==> src/rtl/id_stage_pkg.sv <==
// Shared decode definitions for the instruction-decode stage.
package id_stage_pkg;

   localparam int XW = 32;

   localparam logic [XW-1:0] ZeroWord = '0;
   localparam logic [4:0]    ZeroReg  = '0;

   localparam logic [6:0] OP_IMM    = 7'b0010011;
   localparam logic [6:0] OP_REG    = 7'b0110011;
   localparam logic [6:0] OP_LOAD   = 7'b0000011;
   localparam logic [6:0] OP_STORE  = 7'b0100011;
   localparam logic [6:0] OP_BRANCH = 7'b1100011;
   localparam logic [6:0] OP_JAL    = 7'b1101111;
   localparam logic [6:0] OP_JALR   = 7'b1100111;
   localparam logic [6:0] OP_LUI    = 7'b0110111;
   localparam logic [6:0] OP_AUIPC  = 7'b0010111;
   localparam logic [6:0] OP_FENCE  = 7'b0001111;

   localparam logic [2:0] F3_ADD  = 3'b000;
   localparam logic [2:0] F3_SLL  = 3'b001;
   localparam logic [2:0] F3_SR   = 3'b101;
   localparam logic [2:0] F3_BEQ  = 3'b000;
   localparam logic [2:0] F3_BNE  = 3'b001;
   localparam logic [2:0] F3_BLT  = 3'b100;
   localparam logic [2:0] F3_BGE  = 3'b101;
   localparam logic [2:0] F3_BLTU = 3'b110;
   localparam logic [2:0] F3_BGEU = 3'b111;

   localparam logic [6:0] F7_BASE = 7'b0000000;
   localparam logic [6:0] F7_ALT  = 7'b0100000;
   localparam logic [6:0] F7_MUL  = 7'b0000001;

   typedef enum logic [1:0] {
      BR_NONE,
      BR_COND,
      BR_JAL,
      BR_JALR
   } br_kind_t;

   typedef struct packed {
      logic [XW-1:0] op1;
      logic [XW-1:0] op2;
      logic [XW-1:0] imm;
      logic          we;
      logic          ill;
      logic          use1;
      logic          use2;
      br_kind_t      kind;
   } id_dec_t;

endpackage

==> src/rtl/id_branch_unit.sv <==
// Combinational branch/jump resolution: condition and redirect target.
module id_branch_unit
   import id_stage_pkg::*;
#(
   parameter int XLEN = 32
) (
   input  br_kind_t         kind,
   input  logic [XLEN-1:0]  rs1,
   input  logic [XLEN-1:0]  rs2,
   input  logic [2:0]       funct3,
   input  logic [XLEN-1:0]  pc,
   input  logic [XLEN-1:0]  imm,
   output logic             taken,
   output logic [XLEN-1:0]  target
);

   localparam logic [XLEN-1:0] LsbClr = {{(XLEN-1){1'b1}}, 1'b0};

   logic cond;

   always_comb begin
      cond = 1'b0;
      case (funct3)
         F3_BEQ:  cond = (rs1 == rs2);
         F3_BNE:  cond = (rs1 != rs2);
         F3_BLT:  cond = ($signed(rs1) < $signed(rs2));
         F3_BGE:  cond = ($signed(rs1) >= $signed(rs2));
         F3_BLTU: cond = (rs1 < rs2);
         F3_BGEU: cond = (rs1 >= rs2);
         default: cond = 1'b0;
      endcase
   end

   always_comb begin
      taken = 1'b0;
      case (kind)
         BR_COND: taken = cond;
         BR_JAL:  taken = 1'b1;
         BR_JALR: taken = 1'b1;
         default: taken = 1'b0;
      endcase
   end

   assign target = (kind == BR_JALR) ? ((rs1 + imm) & LsbClr)
                                     : (pc + imm);

endmodule

==> src/rtl/id_stage.sv <==
// One-entry registered decode stage with load-use stall and
// writeback forwarding; branches and jumps resolve at accept.
module id_stage
   import id_stage_pkg::*;
#(
   parameter int XLEN   = 32,
   parameter int M_EXT  = 1,
   parameter int FWD_EN = 1
) (
   input  logic             clk,
   input  logic             rst,
   input  logic             in_valid_i,
   output logic             in_ready_o,
   input  logic [31:0]      inst_i,
   input  logic [XLEN-1:0]  inst_addr_i,
   output logic [4:0]       reg1_raddr_o,
   output logic [4:0]       reg2_raddr_o,
   input  logic [XLEN-1:0]  reg1_rdata_i,
   input  logic [XLEN-1:0]  reg2_rdata_i,
   input  logic             fwd_we_i,
   input  logic [4:0]       fwd_waddr_i,
   input  logic [XLEN-1:0]  fwd_wdata_i,
   input  logic             ex_load_i,
   input  logic [4:0]       ex_waddr_i,
   input  logic             flush_i,
   output logic             out_valid_o,
   input  logic             out_ready_i,
   output logic [31:0]      inst_o,
   output logic [XLEN-1:0]  inst_addr_o,
   output logic [XLEN-1:0]  op1_o,
   output logic [XLEN-1:0]  op2_o,
   output logic [XLEN-1:0]  reg1_rdata_o,
   output logic [XLEN-1:0]  reg2_rdata_o,
   output logic             reg_we_o,
   output logic [4:0]       reg_waddr_o,
   output logic             jump_flag_o,
   output logic [XLEN-1:0]  jump_addr_o,
   output logic             illegal_o
);

   logic [6:0]       opcode;
   logic [6:0]       f7;
   logic [2:0]       f3;
   logic [4:0]       rs1;
   logic [4:0]       rs2;
   logic [4:0]       rd;
   logic [XLEN-1:0]  rs1_val;
   logic [XLEN-1:0]  rs2_val;
   logic [XLEN-1:0]  imm_i;
   logic [XLEN-1:0]  imm_s;
   logic [XLEN-1:0]  imm_b;
   logic [XLEN-1:0]  imm_u;
   logic [XLEN-1:0]  imm_j;
   logic [XLEN-1:0]  target;
   logic [4:0]       waddr;
   logic             taken;
   logic             hazard;
   logic             accept;
   logic             consume;
   id_dec_t          dec;

   assign opcode = inst_i[6:0];
   assign rd     = inst_i[11:7];
   assign f3     = inst_i[14:12];
   assign rs1    = inst_i[19:15];
   assign rs2    = inst_i[24:20];
   assign f7     = inst_i[31:25];

   assign reg1_raddr_o = rs1;
   assign reg2_raddr_o = rs2;

   assign imm_i = {{20{inst_i[31]}}, inst_i[31:20]};
   assign imm_s = {{20{inst_i[31]}}, inst_i[31:25], inst_i[11:7]};
   assign imm_b = {{19{inst_i[31]}}, inst_i[31], inst_i[7],
                   inst_i[30:25], inst_i[11:8], 1'b0};
   assign imm_u = {inst_i[31:12], 12'b0};
   assign imm_j = {{11{inst_i[31]}}, inst_i[31], inst_i[19:12],
                   inst_i[20], inst_i[30:21], 1'b0};

   // x0 never forwards; a same-cycle writeback beats the regfile
   assign rs1_val =
      (rs1 == ZeroReg) ? ZeroWord :
      (FWD_EN != 0 && fwd_we_i && fwd_waddr_i == rs1) ? fwd_wdata_i :
      reg1_rdata_i;
   assign rs2_val =
      (rs2 == ZeroReg) ? ZeroWord :
      (FWD_EN != 0 && fwd_we_i && fwd_waddr_i == rs2) ? fwd_wdata_i :
      reg2_rdata_i;

   always_comb begin
      dec = '{op1: ZeroWord, op2: ZeroWord, imm: ZeroWord,
              we: 1'b0, ill: 1'b0, use1: 1'b0, use2: 1'b0,
              kind: BR_NONE};
      case (opcode)
         OP_IMM: begin
            dec.use1 = 1'b1;
            dec.op1  = rs1_val;
            dec.op2  = imm_i;
            dec.we   = 1'b1;
            dec.ill  = (f3 == F3_SLL && f7 != F7_BASE) ||
                       (f3 == F3_SR && f7 != F7_BASE && f7 != F7_ALT);
         end
         OP_REG: begin
            dec.use1 = 1'b1;
            dec.use2 = 1'b1;
            dec.op1  = rs1_val;
            dec.op2  = rs2_val;
            dec.we   = 1'b1;
            dec.ill  = !((f7 == F7_BASE) ||
                         (f7 == F7_ALT && (f3 == F3_ADD || f3 == F3_SR)) ||
                         (f7 == F7_MUL && M_EXT != 0));
         end
         OP_LOAD: begin
            dec.use1 = 1'b1;
            dec.op1  = rs1_val;
            dec.op2  = imm_i;
            dec.we   = 1'b1;
            dec.ill  = (f3 == 3'b011) || (f3[2:1] == 2'b11);
         end
         OP_STORE: begin
            dec.use1 = 1'b1;
            dec.use2 = 1'b1;
            dec.op1  = rs1_val;
            dec.op2  = imm_s;
            dec.ill  = (f3 > 3'b010);
         end
         OP_BRANCH: begin
            dec.use1 = 1'b1;
            dec.use2 = 1'b1;
            dec.op1  = rs1_val;
            dec.op2  = rs2_val;
            dec.imm  = imm_b;
            dec.kind = BR_COND;
            dec.ill  = (f3[2:1] == 2'b01);
         end
         OP_JAL: begin
            dec.op1  = inst_addr_i;
            dec.op2  = 32'd4;
            dec.imm  = imm_j;
            dec.we   = 1'b1;
            dec.kind = BR_JAL;
         end
         OP_JALR: begin
            dec.use1 = 1'b1;
            dec.op1  = inst_addr_i;
            dec.op2  = 32'd4;
            dec.imm  = imm_i;
            dec.we   = 1'b1;
            dec.kind = BR_JALR;
            dec.ill  = (f3 != 3'b000);
         end
         OP_LUI: begin
            dec.op2 = imm_u;
            dec.we  = 1'b1;
         end
         OP_AUIPC: begin
            dec.op1 = inst_addr_i;
            dec.op2 = imm_u;
            dec.we  = 1'b1;
         end
         OP_FENCE: dec.ill = (f3 > 3'b001);
         default:  dec.ill = 1'b1;
      endcase
      if (dec.ill) begin
         dec.we   = 1'b0;
         dec.kind = BR_NONE;
      end
   end

   assign waddr = dec.we ? rd : ZeroReg;

   assign hazard = ex_load_i && (ex_waddr_i != ZeroReg) &&
                   ((dec.use1 && ex_waddr_i == rs1) ||
                    (dec.use2 && ex_waddr_i == rs2));

   assign in_ready_o = (!out_valid_o || out_ready_i) && !hazard && !flush_i;
   assign accept     = in_valid_i && in_ready_o;
   assign consume    = out_valid_o && out_ready_i;

   id_branch_unit #(.XLEN(XLEN)) u_branch (
      .kind   (dec.kind),
      .rs1    (rs1_val),
      .rs2    (rs2_val),
      .funct3 (f3),
      .pc     (inst_addr_i),
      .imm    (dec.imm),
      .taken  (taken),
      .target (target)
   );

   always_ff @(posedge clk or negedge rst) begin
      if (!rst) begin
         out_valid_o  <= 1'b0;
         inst_o       <= '0;
         inst_addr_o  <= '0;
         op1_o        <= '0;
         op2_o        <= '0;
         reg1_rdata_o <= '0;
         reg2_rdata_o <= '0;
         reg_we_o     <= 1'b0;
         reg_waddr_o  <= ZeroReg;
         jump_flag_o  <= 1'b0;
         jump_addr_o  <= '0;
         illegal_o    <= 1'b0;
      end else if (flush_i) begin
         out_valid_o <= 1'b0;
         illegal_o   <= 1'b0;
         jump_flag_o <= 1'b0;
         jump_addr_o <= '0;
      end else if (accept) begin
         out_valid_o  <= 1'b1;
         inst_o       <= inst_i;
         inst_addr_o  <= inst_addr_i;
         op1_o        <= dec.op1;
         op2_o        <= dec.op2;
         reg1_rdata_o <= rs1_val;
         reg2_rdata_o <= rs2_val;
         reg_we_o     <= dec.we;
         reg_waddr_o  <= waddr;
         illegal_o    <= dec.ill;
         jump_flag_o  <= taken;
         jump_addr_o  <= taken ? target : '0;
      end else begin
         // redirect is a single pulse even while the entry stalls
         jump_flag_o <= 1'b0;
         jump_addr_o <= '0;
         if (consume) begin
            out_valid_o <= 1'b0;
            illegal_o   <= 1'b0;
         end
      end
   end

endmodule

==> config.mk <==
export PLATFORM = sky130hd
export DESIGN_NAME = id_stage
export DESIGN_NICKNAME = d
export VERILOG_FILES = /design/src/rtl/id_stage_pkg.sv /design/src/rtl/id_branch_unit.sv /design/src/rtl/id_stage.sv
export SDC_FILE = /design/constraint.sdc
export NUM_CORES = 1
export LEC_CHECK = 0
export ABC_AREA = 1
export CAP_MARGIN = 20
export CORE_ASPECT_RATIO = 0.75
export CORE_UTILIZATION = 30
export DETAILED_ROUTE_END_ITERATION = 8
export SETUP_SLACK_MARGIN = 0.4
export SLEW_MARGIN = 20
export SYNTH_ARGS = -nofsm -noshare
export SYNTH_HDL_FRONTEND = slang
export SYNTH_SLANG_ARGS = --single-unit
==> constraint.sdc <==
create_clock -name clk -period 2.4 [get_ports clk]
set_clock_uncertainty 0.2 [all_clocks]
set_input_delay 0.24 -clock clk [delete_from_list [all_inputs] [get_ports clk]]
set_output_delay 0.24 -clock clk [all_outputs]
set_load 0.1 [all_outputs]
==> results of run 1 <==
==> placed cells by master (no fill, tap or decap), types with 43 or more instances in the layout <==
master	count
a21oi_1	95
buf_6	87
ha_1	79
nand2_4	54
nand2_1	626
clkdlybuf4s50_1	147
nor2_1	154
o21ai_0	111
buf_4	736
a21oi_2	50
dfrtp_1	232
inv_1	124
nand2_2	66
clkbuf_16	43
==> critical path: cells and delay by family <==
| family | cells | cell delay (ns) |
|---|---|---|
| buf+inv | 21 | 2.60 |
| compound gates | 3 | 0.54 |
| simple gates | 4 | 0.37 |
==> timing repair <==
action	CTS	global route
setup endpoints to repair	232	129
setup buffers	114	21
pin swaps	81	59
hold endpoints to repair	248	0
gates resized for setup	425	344
cloned	11	18
hold buffers	16	0
==> routing by layer <==
| layer | up-vias | part of all wire | global-route usage | wire, um |
|---|---|---|---|---|
| met5 | - | 0 | 0 | 0 |
| met4 | 0 | 0.027 | 0.0765 | 2240 |
| met3 | 136 | 0.082 | 0.0601 | 6820 |
| met2 | 888 | 0.44 | 0.460 | 36900 |
| met1 | 9448 | 0.45 | 0.424 | 37700 |
| li1 | 9175 | - | - | - |
==> worst paths after layout <==
path	start	to	slack, ns	depth (start not counted)
min in group asynchronous	rst	inst_addr_o[26]	0.03	2
setup / recovery	inst_i[22]	op2_o[27]	-1.10	28
hold / removal	inst_i[21]	inst_o[21]	0.02	5
max in group asynchronous	rst	inst_addr_o[17]	1.32	3
hold reg to reg	inst_addr_o[9]	inst_addr_o[9]	0.28	2
setup reg to reg	out_valid_o	jump_addr_o[22]	0.20	10
==> flip-flops by register name, summed over array words and instances, names as in the netlist <==
| signal | flops |
|---|---|
| reg_we_o | 1 |
| out_valid_o | 1 |
| jump_flag_o | 1 |
| jump_addr_o | 32 |
| op1_o | 32 |
| inst_addr_o | 32 |
| inst_o | 32 |
| op2_o | 32 |
| reg1_rdata_o | 32 |
| reg_waddr_o | 5 |
| illegal_o | 1 |
| reg2_rdata_o | 32 |
==> logic make-up (layout without fill, tap and decap cells) <==
family / after synthesis / count (layout) / share of synthesized area
AND/OR/NAND/NOR: 1088 / 1088 / 0.285
AO/OA/AOI/OAI: 431 / 431 / 0.161
buffers and inverters: 249 / 1299 / 0.0693
flip-flops: 233 / 233 / 0.380
adder cells (fa/ha/maj): 95 / 95 / 0.0785
XOR/XNOR: 43 / 43 / 0.0246
multiplexers: 1 / 1 / 0.000653
other: 0 / 2 / 0
==> through the flow <==
stage | cells | cell area, sq um | TNS (ns)
floorplan | 2140 | 15500 | -25.82
global placement | 3619 | 23500 | -172.09
detailed placement | 3619 | 23500 | -175.11
CTS | 3808 | 26800 | -32.18
global route | 3849 | 28800 | -43.50
finish | 3849 | 28800 | -38.51
==> power by group <==
group / internal [mW] / switching [mW] / total [mW]
Clock: 2.61 / 1.86 / 4.48
Combinational: 2.15 / 4.85 / 6.99
Sequential: 4.30 / 0.274 / 4.58
==> cell type report <==
class	count	area, sq um	area share
Clock inverter	16	201	0.00701
Timing Repair Buffer	1088	10100	0.351
Antenna cell	2	5.00	0.000174
Inverter	162	699	0.0243
Tap cell	657	822	0.0286
Clock buffer	32	734	0.0255
Sequential cell	233	5830	0.203
Timing Repair inverter	1	6.26	0.000218
Multi-Input combinational cell	1658	10400	0.360
==> qor.yml, run 1 <==
floorplanning:
  fp.dieArea_sq_mm: 0.0520
  placementRows: 71
  die_x_um: 263
  die_h_um: 198
  io_pins: 421
  coreArea_sq_mm: 0.0503
  initial_core_util: 0.305
global_route:
  grt_pass1_wl_mm: 117
  grtUsageTotal: 0.298
  grt_pass1_vias: 18861
  grt_max_degree: 60
  antenna_found_initial: 2
  grt-ovfl-total: 0
cts:
  cts_tree: "done"
  clock_path_buffers: 3
  cts_sinks: 233
  cts_root_buffer: "clkbuf_16"
  clk_latency_ns: 0.57
  cts_inserted_buffers: 27
  htreeDepth: 1
  clkTransAtPathRegs_ns: 0.07
timing:
  final-hold-violation-count: 0
  min_period_ns: 3.50
  maxSlewHeadroom: 0.500
  finalWorstSetupSlack_ns: -1.10
  worst_pin_slew_ns: 0.750
  rsz0062_at_grt: "true"
  whs_ns: 0.0203
  drv_slew: 0
  post-route-period-util: 1.46
  setup_viol: 41
  max_freq_mhz: 286
route:
  wl_per_cell_um: 21.7
  route.detailed.drc: 0
  ant_nets: 0
  num_vias: 19647
  vias_per_cell: 5.10
  drtIter0Drc: 1609
  routed_wirelength_mm: 83.6
  drtPass1Iterations: 5
layout:
  drive_above_1_share: 0.427
  fillers: 4616
  layout.nets: 3443
  final_util: 0.572
  area_growth_pct: 87.5
power:
  power.density_mw_per_mm2: 558
  p_leak_nw: 14.8
  finalPower_mw: 16.0
  peakVddDrop_mv: 0.533
synth:
  synth_top_cell_by_area: "dfrtp_1"
  synthTopCellsByCount: "nand2_1, dfrtp_1, nor2_1"
  netlist_area_sq_mm: 0.0153
  synth_nets: 2412
  synth_top_area_share: 0.380
  syn_inst: 2140
  ys_seq_area_frac: 0.380
  ys_types: 52
  ys_top_cells_by_area: "dfrtp_1, nand2_1, ha_1"
  synthFlopType: "dfrtp_1"
  synth_edf_count: 0
  async_reset_ff_frac: 1.00
  avgSynthCellArea_sq_um: 7.17
  yosysMostFrequentCell: "nand2_1"
  ys_seq_elements: 233
  yosys_warnings: 0
worst_setup_path:
  setup.worst_path.end_class: "flop"
  startpoint_type: "input pin"
  crit_type: "in2reg"
  worst_path_max_delay_cell: "a221oi_2"
  crit_top_cell: "buf_4"
  worstPathMaxFanout: 7
  slowest_delay_ns: 0.25
  cp_data_arrival_time_ns: 3.79
  required_ns: 2.69
status:
  violations: "negative setup slack"
  status: "finished with violations"
place:
  post-place-ws_ns: -2.19
  dp_hpwl_mm: 60.9
  io_buffers: 420
  gp_congestion: 0.987
job:
  cap_viol_max_count: 0
worst_hold_path:
  hp-class: "in2reg"
(Power assumes the default switching activity.)
==> inputs of run 2 (changes only) <==
- PLACE_DENSITY_LB_ADDON: not set -> 0.08
==> run 2 against run 1 <==
Compared with the run above:
- the flow still finishes with violations (negative setup slack)
- clock power fell by 2%
- sequential share of layout area is 0.17 points lower
- sequential power is essentially flat
- worst hold slack better by 0.024 ns
- register-to-register slack improved by 0.17 ns
- count of clock-buffer cells in the layout grew 3
- routed wire length rose by 1.5%
- first-iteration DRC count decreased by 10%
- largest cell class unchanged
==> qor.yml, run 2 (synthesis gave the netlist of run 1 again) <==
place:
  io_buffers: 420  # unchanged
  dp_hpwl_mm: 62.2  # +2.1%
  post-place-ws_ns: -2.20  # -0.00927 ns
  gp_congestion: 0.954  # -3.3%
  dp.cells: 3661  # +1.2%
timing:
  setup_viol: 35  # -15%
  maxSlewHeadroom: 0.522  # +0.0218
  finalWorstSetupSlack_ns: -0.926  # +0.171 ns
  worst_pin_slew_ns: 0.717  # -0.0328 ns
  final-hold-violation-count: 0  # unchanged
  post-route-period-util: 1.39  # -0.0711
  rsz0062_at_grt: "true"
  min_period_ns: 3.33  # -0.171 ns
  max_freq_mhz: 301  # +5.1%
  tns_ns: -29.97  # +8.53 ns
  drv_slew: 0  # unchanged
route:
  drtPass1Iterations: 7  # +2
  num_vias: 19379  # -1.4%
  ant_nets: 0  # unchanged
  drtIter0Drc: 1443  # -10%
  route.detailed.drc: 0  # unchanged
  vias_per_cell: 5.02  # -1.6%
  routed_wirelength_mm: 84.8  # +1.5%
  wl_per_cell_um: 22.0  # +1.2%
layout:
  final_common_cell: "buf_4"
  drive_above_1_share: 0.429  # +0.00175
  fillers: 4666  # +1.1%
  layout.nets: 3448  # +0.15%
  fin_cells: 3859  # +0.26%
  final_util: 0.577  # +0.00488
  most-common-layout-cells: "buf_4, nand2_1, dfrtp_1"
  area_growth_pct: 89.1
floorplanning:
  placementRows: 71  # unchanged
  coreArea_sq_mm: 0.0503  # unchanged
  io_pins: 421  # unchanged
  die_x_um: 263  # unchanged
  fp.dieArea_sq_mm: 0.0520  # unchanged
  die_h_um: 198  # unchanged
  initial_core_util: 0.305  # unchanged
worst_setup_path:
  cp_data_arrival_time_ns: 3.58  # -0.21 ns
  startpoint_type: "input pin"
  worstPathMaxFanout: 6  # -1
  setup.worst_path.end_class: "flop"
  crit_type: "in2reg"
  required_ns: 2.66  # -0.03 ns
cts:
  clock_path_buffers: 3  # unchanged
  cts_sinks: 233  # unchanged
  cts_tree: "done"
  clkTransAtPathRegs_ns: 0.06  # about the same
  clk_latency_ns: 0.58  # about the same
  htreeDepth: 1  # unchanged
  cts_root_buffer: "clkbuf_16"
  cts_inserted_buffers: 29  # +7.4%
status:
  status: "finished with violations"
  violations: "negative setup slack"
global_route:
  grt_pass1_vias: 18658  # -1.1%
  grtUsageTotal: 0.307  # +0.00852
  grt-ovfl-total: 0  # unchanged
  grt_max_degree: 83  # +38%
  grt_pass1_wl_mm: 119  # +1.7%
  antenna_found_initial: 5  # +3
power:
  peakVddDrop_mv: 0.554  # +3.8%
  p_leak_nw: 15.0  # +1.3%
  power.density_mw_per_mm2: 554  # -0.80%
  finalPower_mw: 16.1  # about the same
job:
  cap_viol_max_count: 0  # unchanged
worst_hold_path:
  hp-class: "in2reg"
==> run 2: timing repair <==
| action | in CTS | in global routing |
|---|---|---|
| hold buffers | 16 | 3 |
| gates cloned | 18 | 27 |
| gates resized for setup | 420 | 318 |
| pin swaps | 95 | 82 |
| setup endpoints to repair | 234 | 226 |
| hold endpoints to repair | 247 | 3 |
| setup buffers | 55 | 22 |
==> run 2: stage by stage <==
stage / instance area, sq um / hold slack (ns)
global route: 29000 / 0.0506
detailed placement: 23900 / -0.0660
floorplan: 15500 / -0.256
CTS: 27000 / 0.00264
finish: 29000 / 0.0448
global placement: 23900 / -0.0618
==> run 2: worst paths after layout <==
kind,from,to,slack [ns],cells after the start
worst max-delay path,inst_i[22],jump_addr_o[13],-0.93,25
worst min-delay path,inst_i[23],op2_o[23],0.04,6
worst max register to register,out_valid_o,jump_addr_o[16],0.37,9
worst min register to register,op2_o[17],op2_o[17],0.28,2
max in group asynchronous,rst,jump_addr_o[22],1.45,3
min in group asynchronous,rst,op2_o[22],0.08,3
==> run 2: critical path, cell delays in order <==
cell	delay [ns]
buf_8	0.10
buf_6	0.11
a221oi_4	0.29
nand3_2	0.17
clkinv_4	0.13
buf_12	0.13
buf_16	0.12
nand2_4	0.05
a21oi_2	0.15
inv_2	0.07
ha_4	0.27
nand2_4	0.05
nor2_4	0.17
nand2_2	0.08
buf_6	0.12
nor4_4	0.23
nand2_2	0.11
nand2_1	0.09
nand3_1	0.08
nor2_2	0.12
nand3_2	0.13
a21boi_4	0.23
buf_12	0.15
buf_12	0.13
nor2_1	0.04
==> run 2: power by group <==
group	switching [mW]	internal (mW)	total, mW
combinational	4.88	2.18	7.06
sequential	0.280	4.30	4.58
clock	1.93	2.48	4.41
==> run 2: cell type report <==
class / count / area (sq um) / area share
multi-input combinational: 1658 / 10400 / 0.358
timing repair buffer: 1090 / 10300 / 0.355
sequential: 233 / 5830 / 0.201
tap: 657 / 822 / 0.0283
clock buffer: 35 / 758 / 0.0261
inverter: 162 / 689 / 0.0238
clock inverter: 18 / 171 / 0.00591
timing repair inverter: 2 / 36.3 / 0.00125
antenna: 4 / 10.0 / 0.000345
==> run 2: routing by layer <==
metal / GRT usage / up-vias / wire, um
met5: 0 / - / 11
met4: 0.0832 / 2 / 2210
met3: 0.0628 / 108 / 5900
met2: 0.466 / 717 / 36300
met1: 0.439 / 9357 / 40400
li1: - / 9195 / -
